--- src/rtl/queue_xfer_ctrl.sv ---
// Scheduler between the deserializer and the byte queue: arbitrates the single queue
// access slot between enqueues and dequeues, back-pressures writes and counts drops.
module queue_xfer_ctrl #(
    parameter int unsigned DEPTH      = 8,
    parameter int unsigned LEN_W      = 4,
    parameter int unsigned BURST_TH   = 4,
    parameter int unsigned STARVE_MAX = 3
) (
    input  logic             clock,
    input  logic             reset,
    input  logic             write_in,
    input  logic [LEN_W-1:0] len_in,
    input  logic             cons_req_in,
    input  logic             burst_en_in,
    output logic             enqueue_out,
    output logic             dequeue_out,
    output logic             cons_vld_out,
    output logic             status_out,
    output logic             busy_out,
    output logic [7:0]       drop_cnt_out
);

    localparam int unsigned CW = LEN_W + 1;
    localparam int unsigned SW = $clog2(STARVE_MAX + 1);
    localparam logic [CW-1:0] DepthC     = CW'(DEPTH);
    localparam logic [CW-1:0] BurstC     = CW'(BURST_TH);
    localparam logic [SW-1:0] StarveMaxC = SW'(STARVE_MAX);

    typedef enum logic [1:0] {StIdle, StEnq, StDeq, StSettle} state_e;

    state_e        state_q, state_d;
    logic          pending_q, pending_d;
    logic [SW-1:0] starve_q, starve_d;
    logic          burst_q, burst_d;
    logic          cons_deq_q, cons_deq_d;
    logic          enq_q, enq_d;
    logic          deq_q, deq_d;
    logic          cons_vld_q, cons_vld_d;
    logic          status_q, status_d;
    logic [7:0]    drop_q, drop_d;

    logic [CW-1:0] len_ext;
    logic          full, len_nz, burst_hit;
    logic          enq_req, deq_req, grant_enq, grant_deq;
    logic [1:0]    drop_inc;
    logic [8:0]    drop_sum;

    // Occupancy compares are done one bit wider than the bus so nothing wraps.
    assign len_ext   = {1'b0, len_in};
    assign full      = len_ext >= DepthC;
    assign len_nz    = len_in != '0;
    assign burst_hit = len_ext >= BurstC;

    // A write arriving this cycle already counts as pending for arbitration.
    assign enq_req = pending_q | write_in;
    assign deq_req = (cons_req_in | burst_q) & len_nz;

    always_comb begin
        state_d    = state_q;
        pending_d  = pending_q | write_in;
        starve_d   = starve_q;
        burst_d    = burst_q;
        cons_deq_d = cons_deq_q;
        enq_d      = 1'b0;
        deq_d      = 1'b0;
        cons_vld_d = 1'b0;
        grant_enq  = 1'b0;
        grant_deq  = 1'b0;
        drop_inc   = (write_in && pending_q) ? 2'd1 : 2'd0;

        case (state_q)
            StIdle: begin
                if (burst_en_in && burst_hit) begin
                    burst_d = 1'b1;
                end
                grant_deq = deq_req && (!enq_req || full || starve_q == StarveMaxC);
                grant_enq = enq_req && !full && !grant_deq;
                if (enq_req && full) begin
                    drop_inc  = drop_inc + 2'd1;
                    pending_d = 1'b0;
                end
                if (grant_enq) begin
                    state_d   = StEnq;
                    enq_d     = 1'b1;
                    pending_d = 1'b0;
                    if (deq_req && starve_q < StarveMaxC) begin
                        starve_d = starve_q + SW'(1);
                    end
                end else if (grant_deq) begin
                    state_d    = StDeq;
                    deq_d      = 1'b1;
                    starve_d   = '0;
                    cons_deq_d = cons_req_in;
                end
            end
            StEnq:    state_d = StSettle;
            StDeq: begin
                state_d    = StSettle;
                // Burst-only drains never hand a byte to the consumer.
                cons_vld_d = cons_deq_q;
            end
            StSettle: state_d = StIdle;
            default:  state_d = StIdle;
        endcase

        if (!burst_en_in || !len_nz) begin
            burst_d = 1'b0;
        end

        drop_sum = {1'b0, drop_q} + 9'(drop_inc);
        drop_d   = (drop_sum > 9'd255) ? 8'hFF : drop_sum[7:0];
        status_d = (len_ext + CW'(pending_q) + CW'(enq_q)) < DepthC;
    end

    always_ff @(posedge clock) begin
        if (!reset) begin
            state_q    <= StIdle;
            pending_q  <= 1'b0;
            starve_q   <= '0;
            burst_q    <= 1'b0;
            cons_deq_q <= 1'b0;
            enq_q      <= 1'b0;
            deq_q      <= 1'b0;
            cons_vld_q <= 1'b0;
            status_q   <= 1'b0;
            drop_q     <= 8'd0;
        end else begin
            state_q    <= state_d;
            pending_q  <= pending_d;
            starve_q   <= starve_d;
            burst_q    <= burst_d;
            cons_deq_q <= cons_deq_d;
            enq_q      <= enq_d;
            deq_q      <= deq_d;
            cons_vld_q <= cons_vld_d;
            status_q   <= status_d;
            drop_q     <= drop_d;
        end
    end

    assign enqueue_out  = enq_q;
    assign dequeue_out  = deq_q;
    assign cons_vld_out = cons_vld_q;
    assign status_out   = status_q;
    assign drop_cnt_out = drop_q;
    assign busy_out     = reset & ((state_q != StIdle) | pending_q | write_in);

endmodule

--- config.mk ---
export PLATFORM = sky130hd
export DESIGN_NAME = queue_xfer_ctrl
export DESIGN_NICKNAME = d
export VERILOG_FILES = /design/src/rtl/queue_xfer_ctrl.sv
export SDC_FILE = /design/constraint.sdc
export NUM_CORES = 1
export LEC_CHECK = 0
export ABC_AREA = 1
export CORE_UTILIZATION = 35
export CTS_CLUSTER_SIZE = 20
export DETAILED_ROUTE_END_ITERATION = 6
export PLACE_DENSITY_LB_ADDON = 0.2
export SETUP_SLACK_MARGIN = 0.2
export SYNTH_ARGS = -nofsm -noshare
export SYNTH_HDL_FRONTEND = slang
export SYNTH_SLANG_ARGS = --single-unit
export TNS_END_PERCENT = 10
--- constraint.sdc ---
create_clock -name clock -period 7.01 [get_ports clock]
set_input_delay 2.103 -clock clock [delete_from_list [all_inputs] [get_ports clock]]
set_output_delay 2.103 -clock clock [all_outputs]
set_load 0.005 [all_outputs]
==> key figures <==
Clock network
  • Post-CTS Hold Fix Bufs: 0
  • Setup bufs post-CTS: 0
  • # H-tree levels: 1
  • CTS root buf: clkbuf_4
  • CTS clk-pin slew, worst paths: around 0.1 ns
  • CTS sink count: 19
  • Clk buf depth: 2
  • CTS resizes: 0
  • Clk Latency, worst-skew pair: 0.29 ns
  • CTS tree: yes
  • Num CTS Buffers: 3

Timing
  • Fin. max-slew vios: 0
  • RSZ-0062 raised after global routing: no
  • Final Cycle Share: 0.823
  • Final hold vios: 0
  • Post-Route Setup TNS: 0 ns
  • # setup viols final: 0
  • Crit path time final: 5.77 ns
  • Highest clock rate: ~170 MHz
  • Slew HR: 0.706
  • PnR worst setup slack: 1.24 ns
  • Post-Route Skew: about 0.0048 ns
  • Worst Tran Pin Value: about 0.44 ns

Synthesis
  • Cell taking the most area after synthesis: dfxtp_1
  • Dominant cells by area after synthesis: dfxtp_1 38%, ha_1 9.9%, nand2_1 7.0%, a21oi_1 6.4%, inv_1 6.3%
  • Mean post-synth cell area: 7.98 um2
  • Cells after Synth: between 100 and 150
  • Syn_nets: 145
  • Synth top area share: 0.375
  • Distinct cells, synth: 24
  • Netlist Area Pre-Place: slightly above 1000 um2
  • Syn. warnings: 0
  • Flops & latches, synth: 19
  • Proportion of synthesized chip area in sequential cells: 0.375

Critical path
  • Reg2Reg Depth: 13
  • Reg-to-reg endpoint: drop_cnt_out[3]
  • Critical path origin: reset
  • Crit path launch type: primary input
  • CP Capture Point: busy_out
  • FF-to-FF setup slack: between 4 and 5 ns
  • CP Class: in2out
  • Setup crit end kind: primary output
  • Worst EP arrival: about 3.7 ns
  • CP Max Fanout: 14
  • Critical path required time: 4.91 ns
  • RR Startpoint: pending_q

Status
  • Outcome: complete, no violations

Global route
  • Tot GR Track Use: 0.132
  • Vias in the first global route: 849
  • Largest net degree at the start of global routing: 15
  • Met1 usage: 0.146
  • Gr busiest metal: met2
  • First-pass GRT wire length: 3.28 mm
  • GR Overflow Total: 0
  • Met2 global-route usage: 0.236
  • Met3 usage: 0.0326
  • Initial antenna violation count: 0

Final layout
  • Share of cells above drive strength 1: 0.139
  • Most frequent cells in the layout: 21 x clkdlybuf4s50_1, 19 x nand2_1, 19 x dfxtp_1
  • Number of fill cells: around 290
  • Fin nets: 170
  • Layout area overhead: 26.7%
  • Most common cell after layout, fill and taps aside: clkdlybuf4s50_1
  • Antenna diodes: 0

Routing
  • DRC: 0
  • First-pass DRT Iterations: 4
  • Vias per cell: 4.98
  • Drt initial violations: 11
  • Final wirelength: about 2 mm
  • Antenna Violating Nets Remaining: 0
  • Vias: ~910
  • Wire per inst: around 11 um

Die
  • Initial Util: 0.368
  • I/O pins: 22
  • Die Y: 55.8 um
  • Cell Rows: 19
  • Die ar.: about 3100 um2
  • Die width: 55.8 um
  • Core area: approximately 2800 um2

Placed design
  • HPWL after detailed placement: between 1.5 and 2 mm
  • Port-buffer cells: 21
  • Placement Setup Slack: between 1 and 1.5 ns
  • GP Congestion: between 0.8 and 0.9

Power and ir drop
  • Power density over cell area: 239 nW/um2
  • VDD IR max: about 0.17 mV
  • Static leakage: 0.566 nW

Min path
  • Worst min-delay path class: reg2reg

Job
  • Max capacitance violation total: 0
[sequential cells by signal (all words and copies together) (netlist names)]
register,cells
burst_q,1
cons_deq_q,1
cons_vld_out,1
dequeue_out,1
drop_cnt_out,8
enqueue_out,1
pending_q,1
starve_q,2
state_q,2
status_out,1
[report_power, final]
part           total (W)  switching [W]  internal [W]
clock network  0.0000534      0.0000313     0.0000221
registers       0.000135      0.0000102      0.000125
logic           0.000118      0.0000644     0.0000537
total           0.000307       0.000106      0.000201
[Yosys cell counts, drive strengths merged]
| library cell | n |
|---|---|
| a211oi | 1 |
| a21oi | 15 |
| buf | 1 |
| dfxtp | 19 |
| fa | 1 |
| ha | 8 |
| inv | 19 |
| nand2 | 24 |
| nand3 | 10 |
| nand4 | 1 |
| nor2 | 13 |
| nor3 | 4 |
| o2111a | 1 |
| o21ai | 3 |
| o21bai | 1 |
| or2 | 1 |
| xnor2 | 2 |
| xor2 | 3 |
[cell families after synthesis]
family,after synthesis,share of synthesized area
compound gates,21,0.126
xor+xnor,5,0.0432
fa+ha+maj,9,0.119
buf+inv,20,0.0753
flops,19,0.375
simple gates,53,0.262
[metal layers]
metal | share of wire | vias to the layer above
li1 | - | 454
met1 | 0.43 | 428
met2 | 0.51 | 22
met3 | 0.052 | 2
met4 | 0.0061 | 0
met5 | 0 | -
[layout make-up]
cell class,count,area (um2),area share
inverter,19,71.3,0.0556
tap,31,38.8,0.0302
multi-input combinational,88,557,0.434
timing repair buffer,21,210,0.164
clock buffer,4,26.3,0.0205
sequential,19,380,0.296
[worst min-delay path by stage]
stage	cells after the start	from	end
floorplan	2	cons_deq_q	cons_vld_out
global placement	2	cons_deq_q	cons_vld_out
detailed placement	2	cons_deq_q	cons_vld_out
CTS	2	cons_deq_q	cons_vld_out
global route	2	cons_deq_q	cons_vld_out
finish	2	cons_deq_q	cons_vld_out
[worst max-delay path: stages]
cell and delay [ns]:
clkdlybuf4s50_1 0.58, inv_1 0.25, a21oi_1 0.20, clkdlybuf4s50_1 0.53
[stage by stage]
step | area (um2) | util | hold WS (ns) | std cells | total power, W
after floorplan | 1010 | - | 0.414 | 127 | 0.000216
after global placement | 1260 | 0.456 | 0.429 | 178 | 0.000254
after detailed placement | 1260 | 0.456 | 0.433 | 178 | 0.000256
after CTS | 1280 | 0.466 | 0.449 | 182 | 0.000311
after global routing | 1280 | 0.466 | 0.467 | 182 | 0.000332
final | 1280 | 0.466 | 0.442 | 182 | 0.000307
Note: power is estimated with default switching activity, not from simulation.
